**config.mk**
```make
export PLATFORM = sky130hd
export DESIGN_NAME = sprite_layer_mixer
export DESIGN_NICKNAME = d
export VERILOG_FILES = /design/src/rtl/sprite_layer_mixer.sv
export SDC_FILE = /design/constraint.sdc
export NUM_CORES = 2
export LEC_CHECK = 0
export ABC_AREA = 1
export BUFFER_PORTS_ARGS = -buffer_cell sky130_fd_sc_hd__clkbuf_2
export CAP_MARGIN = 20
export CORE_MARGIN = 3
export CORE_UTILIZATION = 50
export DETAILED_ROUTE_END_ITERATION = 7
export PLACE_DENSITY = 0.79
export SYNTH_ARGS = -nofsm -noshare
export SYNTH_HDL_FRONTEND = slang
export SYNTH_SLANG_ARGS = --single-unit
```
**constraint.sdc**
```tcl
create_clock -name clk -period 11.6 [get_ports clk]
set_input_delay 1.16 -clock clk [delete_from_list [all_inputs] [get_ports clk]]
set_output_delay 1.16 -clock clk [all_outputs]
set_load 0.01 [all_outputs]
```
**src/rtl/sprite_layer_mixer.sv**
```systemverilog
// sprite_layer_mixer: per-pixel sprite compositor with double-buffered descriptors and collision reporting
module sprite_layer_mixer #(
    parameter int NUM_SPR = 8,
    parameter int XW = 10,
    parameter int YW = 9,
    parameter int SW = 7,
    parameter int AW = 14,
    parameter int BAW = 19,
    parameter int CW = 12,
    parameter logic [CW-1:0] KEY_COLOR = 12'h428,
    parameter int BG_W = 551,
    parameter int BG_H = 401,
    parameter logic [CW-1:0] FILL = 12'h000,
    parameter int IW = $clog2(NUM_SPR)
) (
    input  logic                  clk,
    input  logic                  rstn,
    input  logic                  frame_start,
    input  logic                  cfg_we,
    input  logic [IW-1:0]         cfg_idx,
    input  logic                  cfg_en,
    input  logic [XW-1:0]         cfg_x,
    input  logic [YW-1:0]         cfg_y,
    input  logic [SW-1:0]         cfg_w,
    input  logic [SW-1:0]         cfg_h,
    input  logic [AW-1:0]         cfg_base,
    input  logic                  pix_valid,
    input  logic [XW-1:0]         pix_x,
    input  logic [YW-1:0]         pix_y,
    output logic [NUM_SPR*AW-1:0] spr_addr,
    input  logic [NUM_SPR*CW-1:0] spr_data,
    output logic [BAW-1:0]        bg_addr,
    input  logic [CW-1:0]         bg_data,
    output logic                  out_valid,
    output logic [CW-1:0]         out_color,
    output logic [IW:0]           out_top,
    output logic [NUM_SPR-1:0]    coll_frame
);
    typedef struct packed {
        logic          en;
        logic [XW-1:0] x;
        logic [YW-1:0] y;
        logic [SW-1:0] w;
        logic [SW-1:0] h;
        logic [AW-1:0] base;
    } desc_t;

    desc_t pend [NUM_SPR];
    desc_t act  [NUM_SPR];
    logic [NUM_SPR-1:0]    hit_d, hit1, hit2, opaque, contrib, acc;
    logic [NUM_SPR*AW-1:0] addr_d;
    logic                  inbg_d, inbg1, inbg2, v1, v2;
    logic [IW:0]           top_d;
    logic [CW-1:0]         col_d;
    logic                  idx_ok;

    assign idx_ok = {1'b0, cfg_idx} < (IW+1)'(NUM_SPR);
    assign inbg_d = pix_x < XW'(BG_W) && pix_y < YW'(BG_H);

    // Pending descriptors take writes; frame_start commits the whole set to active
    always_ff @(posedge clk) begin
        if (!rstn) begin
            for (int i = 0; i < NUM_SPR; i++) begin
                pend[i] <= '0;
                act[i]  <= '0;
            end
        end else begin
            if (frame_start) act <= pend;
            if (cfg_we && idx_ok) pend[cfg_idx] <= '{cfg_en, cfg_x, cfg_y, cfg_w, cfg_h, cfg_base};
        end
    end

    // Hit test with one extra bit so x+w / y+h never wrap, plus ROM address per sprite
    always_comb begin
        hit_d  = '0;
        addr_d = '0;
        for (int i = 0; i < NUM_SPR; i++) begin
            hit_d[i] = act[i].en
                && {1'b0, pix_x} >= {1'b0, act[i].x} && {1'b0, pix_x} < {1'b0, act[i].x} + (XW+1)'(act[i].w)
                && {1'b0, pix_y} >= {1'b0, act[i].y} && {1'b0, pix_y} < {1'b0, act[i].y} + (YW+1)'(act[i].h);
            addr_d[i*AW+:AW] = hit_d[i]
                ? act[i].base + AW'(pix_y - act[i].y) * AW'(act[i].w) + AW'(pix_x - act[i].x)
                : act[i].base;
        end
    end

    // Priority select over opaque sprites (later index wins), background, then fill
    always_comb begin
        top_d = (IW+1)'(NUM_SPR);
        col_d = inbg2 ? bg_data : FILL;
        for (int i = 0; i < NUM_SPR; i++) begin
            opaque[i] = hit2[i] && spr_data[i*CW+:CW] != KEY_COLOR;
            top_d     = opaque[i] ? (IW+1)'(i) : top_d;
            col_d     = opaque[i] ? spr_data[i*CW+:CW] : col_d;
        end
        contrib = (v2 && (opaque & (opaque - NUM_SPR'(1))) != '0) ? opaque : '0;
    end

    // Three-stage pixel pipeline: addresses, ROM wait, registered composite
    always_ff @(posedge clk) begin
        if (!rstn) begin
            spr_addr  <= '0;
            bg_addr   <= '0;
            hit1      <= '0;
            hit2      <= '0;
            inbg1     <= 1'b0;
            inbg2     <= 1'b0;
            v1        <= 1'b0;
            v2        <= 1'b0;
            out_valid <= 1'b0;
            out_color <= FILL;
            out_top   <= (IW+1)'(NUM_SPR);
        end else begin
            spr_addr  <= addr_d;
            bg_addr   <= inbg_d ? BAW'(pix_y) * BAW'(BG_W) + BAW'(pix_x) : '0;
            hit1      <= hit_d;
            inbg1     <= inbg_d;
            v1        <= pix_valid;
            hit2      <= hit1;
            inbg2     <= inbg1;
            v2        <= v1;
            out_valid <= v2;
            out_color <= v2 ? col_d : out_color;
            out_top   <= v2 ? top_d : out_top;
        end
    end

    // Collision accumulator; frame_start publishes it and restarts with this cycle's contribution
    always_ff @(posedge clk) begin
        if (!rstn) begin
            acc        <= '0;
            coll_frame <= '0;
        end else begin
            acc        <= frame_start ? contrib : acc | contrib;
            coll_frame <= frame_start ? acc : coll_frame;
        end
    end
endmodule
```
# After elaboration in Yosys (flattened, before gate mapping)
# Index checks and enable logic that the tools add are counted.
[word_totals] reg_bits=952 in_bits=183 out_inout_bits=156 word_cells=290
[classes] addsub=50 multipliers=9 order_cmp=36 n_eq_ne=8 muxes=30 bitwise_logic=3 n_reduce_logical=45
[op_table] operator="$bwmux W384" count=1
[op_table] operator="$add A14 B14 Y14" count=16
[op_table] operator="$demux W48 S3" count=1
[op_table] operator="$mul A10 B8 Y14" count=8
[op_table] operator="$mux W14" count=8
[op_table] operator="$mux W12" count=9
[op_table] operator="$ne A12 B11 Y1 const B" count=8
[op_table] operator="$add A10 B7 Y11" count=8
[op_table] operator="$lt A10 B11 Y1" count=8
[op_table] operator="$sub A10 B10 Y11" count=8
[op_table] operator="$add A9 B7 Y10" count=8
[op_table] operator="$ge A10 B10 Y1" count=8
[op_table] operator="$lt A9 B10 Y1" count=8
[op_table] operator="$sub A9 B9 Y10" count=8
[op_table] operator="$ge A9 B9 Y1" count=8
[op_table] operator="$mux W48" count=1
[op_table] operator="$logic_and A1 B1 Y1" count=43
[op_table] operator="$mux W4" count=8
[op_table] operator="$add A19 B10 Y19" count=1
[op_table] operator="$mul A9 B10 Y19 const B" count=1
[op_table] operator="$mux W8" count=2
[op_table] operator="$lt A10 B10 Y1 const B" count=1
[op_table] operator="$lt A9 B9 Y1 const B" count=1
[op_table] operator="$and A8 B8 Y8" count=1
[op_table] operator="other kinds (7)" count=7

# Logic depth before layout (Yosys ltp)
[logic_depth] word_depth=10 mapped_depth=37 ltp_nobuf=37

# Least setup slack after synthesis
# OpenSTA, ideal clock, no wires.
[synth_timing] path_type="input to register" startpoint="in pix_y[0]" endpoint="reg spr_addr[83]" setup_time_ns=0.109 t_arrival_ns=6.753 t_required_ns=11.491 path_slack_ns=4.739 stages=33 n_path_buf=0 cell_sequence="inv_2 ha_1 inv_1 fa_1 nand2_1 nand2_1 nand2_1 inv_1 a31oi_1 or2_2 nand2_1 inv_1 nand2_1 fa_1 inv_1 fa_1 inv_1 fa_1 inv_1 fa_1 fa_1 ha_1 a21oi_1 o21ai_0 nand2_1 o2111ai_1 a21oi_1 nor2_1 or2_2 nand2_1 nand3_1 nand2_1 inv_1"
[synth_between] elab_chain_len=5 elab_cells_between_ends=9 classes_between="add/sub (3); mul (1); order compare (2); mux (1); reduce/logical (2)"
[synth_lines] item="from (decl)" line_no="29" rtl="input logic [YW-1:0] pix_y,"
[synth_lines] item="$sub A9 B9 Y10" line_no="82" rtl="? act[i].base + AW'(pix_y - act[i].y) * AW'(act[i].w) + AW'(pix_x - act[i].x)"
[synth_lines] item="$mul A10 B8 Y14" line_no="82"
[synth_lines] item="$add A14 B14 Y14 (2 in a row)" line_no="82"
[synth_lines] item="$mux W14 (*)" line_no="82"
[synth_lines] item="to (signal assigned)" line_no="114" rtl="spr_addr <= addr_d;"
[synth_lines] item="to (decl)" line_no="30" rtl="output logic [NUM_SPR*AW-1:0] spr_addr,"
# Every way passes the cells marked *; elsewhere a longest branch is shown, timed or not.
# A chain may end at the register's enable or synchronous reset.

# Worst setup path in the final report
# Ends and elaborated chain as after synthesis.

==> results by group <==
Placed design
  • Final RePlAce weighted congestion: 0.964
  • Placed cell areas: 76,900 µm²
  • Worst slack at placement: 3.55 ns
  • Dpl cells: 11,800
  • DPL Wire Length: 169,000 µm
  • Buffers added on ports: 338

Timing
  • Final hold vios: 0
  • Crit share post-route: 0.634
  • Slew headroom: 0.197
  • Setup tns final: 0 ns
  • Final Setup Violations: 0
  • RSZ-0062 raised after global routing: false
  • Tmin final: 7.35 ns
  • Setup ws final: 4.25 ns
  • Slew Limit Fails: 0
  • Clk_skew: 0.0352 ns
  • Final Hold Slack: 0.424 ns
  • Worst Max-Slew Pin Slew: 1.21 ns
  • F_max: 0.136 GHz

Yosys
  • Area share of the largest cell type after synthesis: 0.258
  • Post-synth top area cell: dfxtp_1
  • EDFF count, synth: 0
  • Post-Syn Area: 74,000 µm²
  • Cell variety after synth: 57
  • Register area share after synthesis: 0.258
  • Synth area leaders: dfxtp_1, fa_1, ha_1
  • Yosys warning total: 0
  • Syn_area_per_cell: 7.49 µm²
  • Main synth FF type: dfxtp_1
  • Mapped Nets: 11,400
  • Async SR Flop Fraction: 0
  • Synthesis-stage register bit count: 952
  • Syn Inst Count: 9,879

Worst setup path
  • Crit-path slowest cell: fa_1
  • Total stage count of the critical path: 35
  • Crit-path max FO: 17
  • Largest stage delay, worst path: 0.53 ns
  • CP Class: in2reg
  • CP endpoint kind: register
  • Worst-case reg-to-reg path depth: 31
  • Worst path most repeated cell: nand2_1
  • Buf/Inv on CP: 10
  • Arrival @ worst endpoint: 7.97 ns
  • Worst setup SP type: primary input
  • Critical Path RT: 12.22 ns
  • Family with the most delay on the worst path: adder cells

Clock network
  • TritonCTS clock tree: yes
  • Longest Clk Path Bufs: 3
  • Root Driver: clkbuf_16
  • Worst-path clk slew: 0.06 ns
  • CTS Buf Count: 107
  • Worst skew pair latency: 0.74 ns
  • CTS sink cnt: 952
  • Hold buffers post-CTS: 0
  • Post-CTS Resized: 0
  • Post-CTS setup buffer count: 0
  • # H-tree levels: 3

Floorplan
  • Die H: 391 µm
  • # rows: 140
  • Core area: 146,000 µm²
  • Die area: 153,000 µm²
  • # IOs: 339
  • Starting density of the core: 0.506
  • Die W: 391 µm

Global route
  • Initial antenna violation count: 22
  • Global route total overflow: 0
  • First-pass GRT wire length: 361,000 µm
  • Number of global-route vias before repair: 64,800
  • GRT Resource Usage Total: 0.302
  • Largest net degree at the start of global routing: 237

Pwr
  • Clock power frac: 0.298
  • Lkg Pwr: 40.5 nW
  • Sw Share: 0.393
  • P_int: 7.47 mW
  • Comb pwr share: 0.414
  • Switching power: 4.83 mW
  • Max IR drop VDD: 0.000153 V
  • Pwr dens: 152 nW/µm²
  • Sequential Power Share: 0.288

Drt
  • Post-DRT Antenna Nets: 0
  • Remaining DRCs: 0
  • Drt wl/cell: 19.5 µm
  • Routed via count: 67,000
  • Initial drt markers: 6,178
  • Drt via density: 5.57
  • Final wirelength: 234,000 µm
  • DR pass1 iterations: 6

Layout
  • # nets final: 11,500
  • Area grow syn2layout: 9.11%
  • Most frequent cells in the layout: nor2_1, inv_1, nand2_1, o21ai_0, dfxtp_1
  • Post-route cell area: 80,700 µm²
  • Layout cells sized above 1: 0.0676
  • Non-Filler Instances: 12,000
  • Most common cell after layout, fill and taps aside: nor2_1

Flow run
  • # Max-Cap Violations: 0

Hold path
  • Min-delay worst type: reg2reg
  • Worst hold path stage count: 2

Status
  • Status: finished, final reports clean
[flip-flops by register name (all words and copies together), names as in the netlist]
signal,cells
bg_addr,19
out_color,12
inbg2,1
out_top,4
act,384
out_valid,1
hit1,8
inbg1,1
v2,1
spr_addr,112
pend,384
v1,1
acc,8
hit2,8
coll_frame,8
[metal layers]
| layer | GRT usage | part of all wire | routed length [µm] | up-vias |
|---|---|---|---|---|
| met2 | 0.484 | 0.45 | 105000 | 2987 |
| li1 | - | - | - | 31600 |
| met4 | 0.142 | 0.050 | 11700 | 4 |
| met5 | 0 | 0.000094 | 22 | - |
| met3 | 0.0649 | 0.10 | 23300 | 557 |
| met1 | 0.389 | 0.40 | 94100 | 31800 |
[area by class of cell]
type	count	area [µm²]
fillers	13200	65500
multi-input cells	7044	47700
flip-flops and latches	952	19100
inverters	1489	5600
clock buffers	133	2970
well taps	1917	2400
repair buffers	388	2100
clock inverters	64	838
diodes	26	65.1
[cell families (layout without fill, tap and decap cells)]
| group | Yosys count | after routing | share of synthesized area |
|---|---|---|---|
| AO/OA/AOI/OAI | 1880 | 1880 | 0.134 |
| adder cells (fa/ha/maj) | 1315 | 1315 | 0.280 |
| flip-flops | 952 | 952 | 0.258 |
| AND/OR/NAND/NOR | 3522 | 3522 | 0.192 |
| XOR/XNOR | 327 | 327 | 0.0387 |
| buffers and inverters | 1883 | 2074 | 0.0979 |
| other | 0 | 26 | 0 |
[final timing paths]
| path | slack (ns) | end | startpoint |
|---|---|---|---|
| setup / recovery | 4.25 | spr_addr[83]$_SDFF_PN0_ | pix_y[0] |
| setup reg to reg | 5.18 | spr_addr[95]$_SDFF_PN0_ | act[76]$_SDFFE_PN0P_ |
| hold / removal | 0.42 | hit2[6]$_SDFF_PN0_ | hit1[6]$_SDFF_PN0_ |
| hold reg to reg | 0.42 | hit2[6]$_SDFF_PN0_ | hit1[6]$_SDFF_PN0_ |
[power groups by stage]
stage                     sequential [mW]  combinational, mW  clock [mW]
after floorplan                      3.57               3.79           0
after global placement               3.61               4.84           0
after detailed placement             3.61               4.98           0
after CTS                            3.54               5.03        3.71
after global routing                 3.56               5.78        3.84
final                                3.55               5.09        3.67
[through the flow]
stage | total power, mW | util
2_1_floorplan | 7.36 | -
3_3_place_gp | 8.45 | 0.525
3_5_place_dp | 8.59 | 0.525
4_1_cts | 12.3 | 0.552
5_1_grt | 13.2 | 0.552
6_report | 12.3 | 0.552
[Yosys cell counts (4+ instances only)]
library cell / n
nor2_1: 1627
inv_1: 1476
nand2_1: 1361
o21ai_0: 967
dfxtp_1: 952
ha_1: 749
a21oi_1: 694
fa_1: 566
nand3_1: 322
clkbuf_1: 306
xor2_1: 218
xnor2_1: 109
nand4_1: 50
clkbuf_2: 48
nor3_1: 47
o21ai_1: 34
a31oi_1: 33
nor4_1: 30
or2_2: 30
o21bai_1: 29
a21o_1: 23
buf_2: 20
nand3b_1: 16
a211oi_1: 14
o211ai_1: 14
o21a_1: 12
inv_2: 10
o2111ai_1: 10
buf_4: 9
nand2_2: 9
a21boi_0: 8
buf_6: 8
nor2_2: 8
o221a_2: 8
nand3_2: 7
nor2_4: 7
a21oi_2: 6
a41oi_1: 4
[tightest hold or removal path, cell delays in order (launching register included)]
cell and delay, ns:
dfxtp_1 0.31, nand2_1 0.05, inv_1 0.04
(Power assumes the default switching activity.)
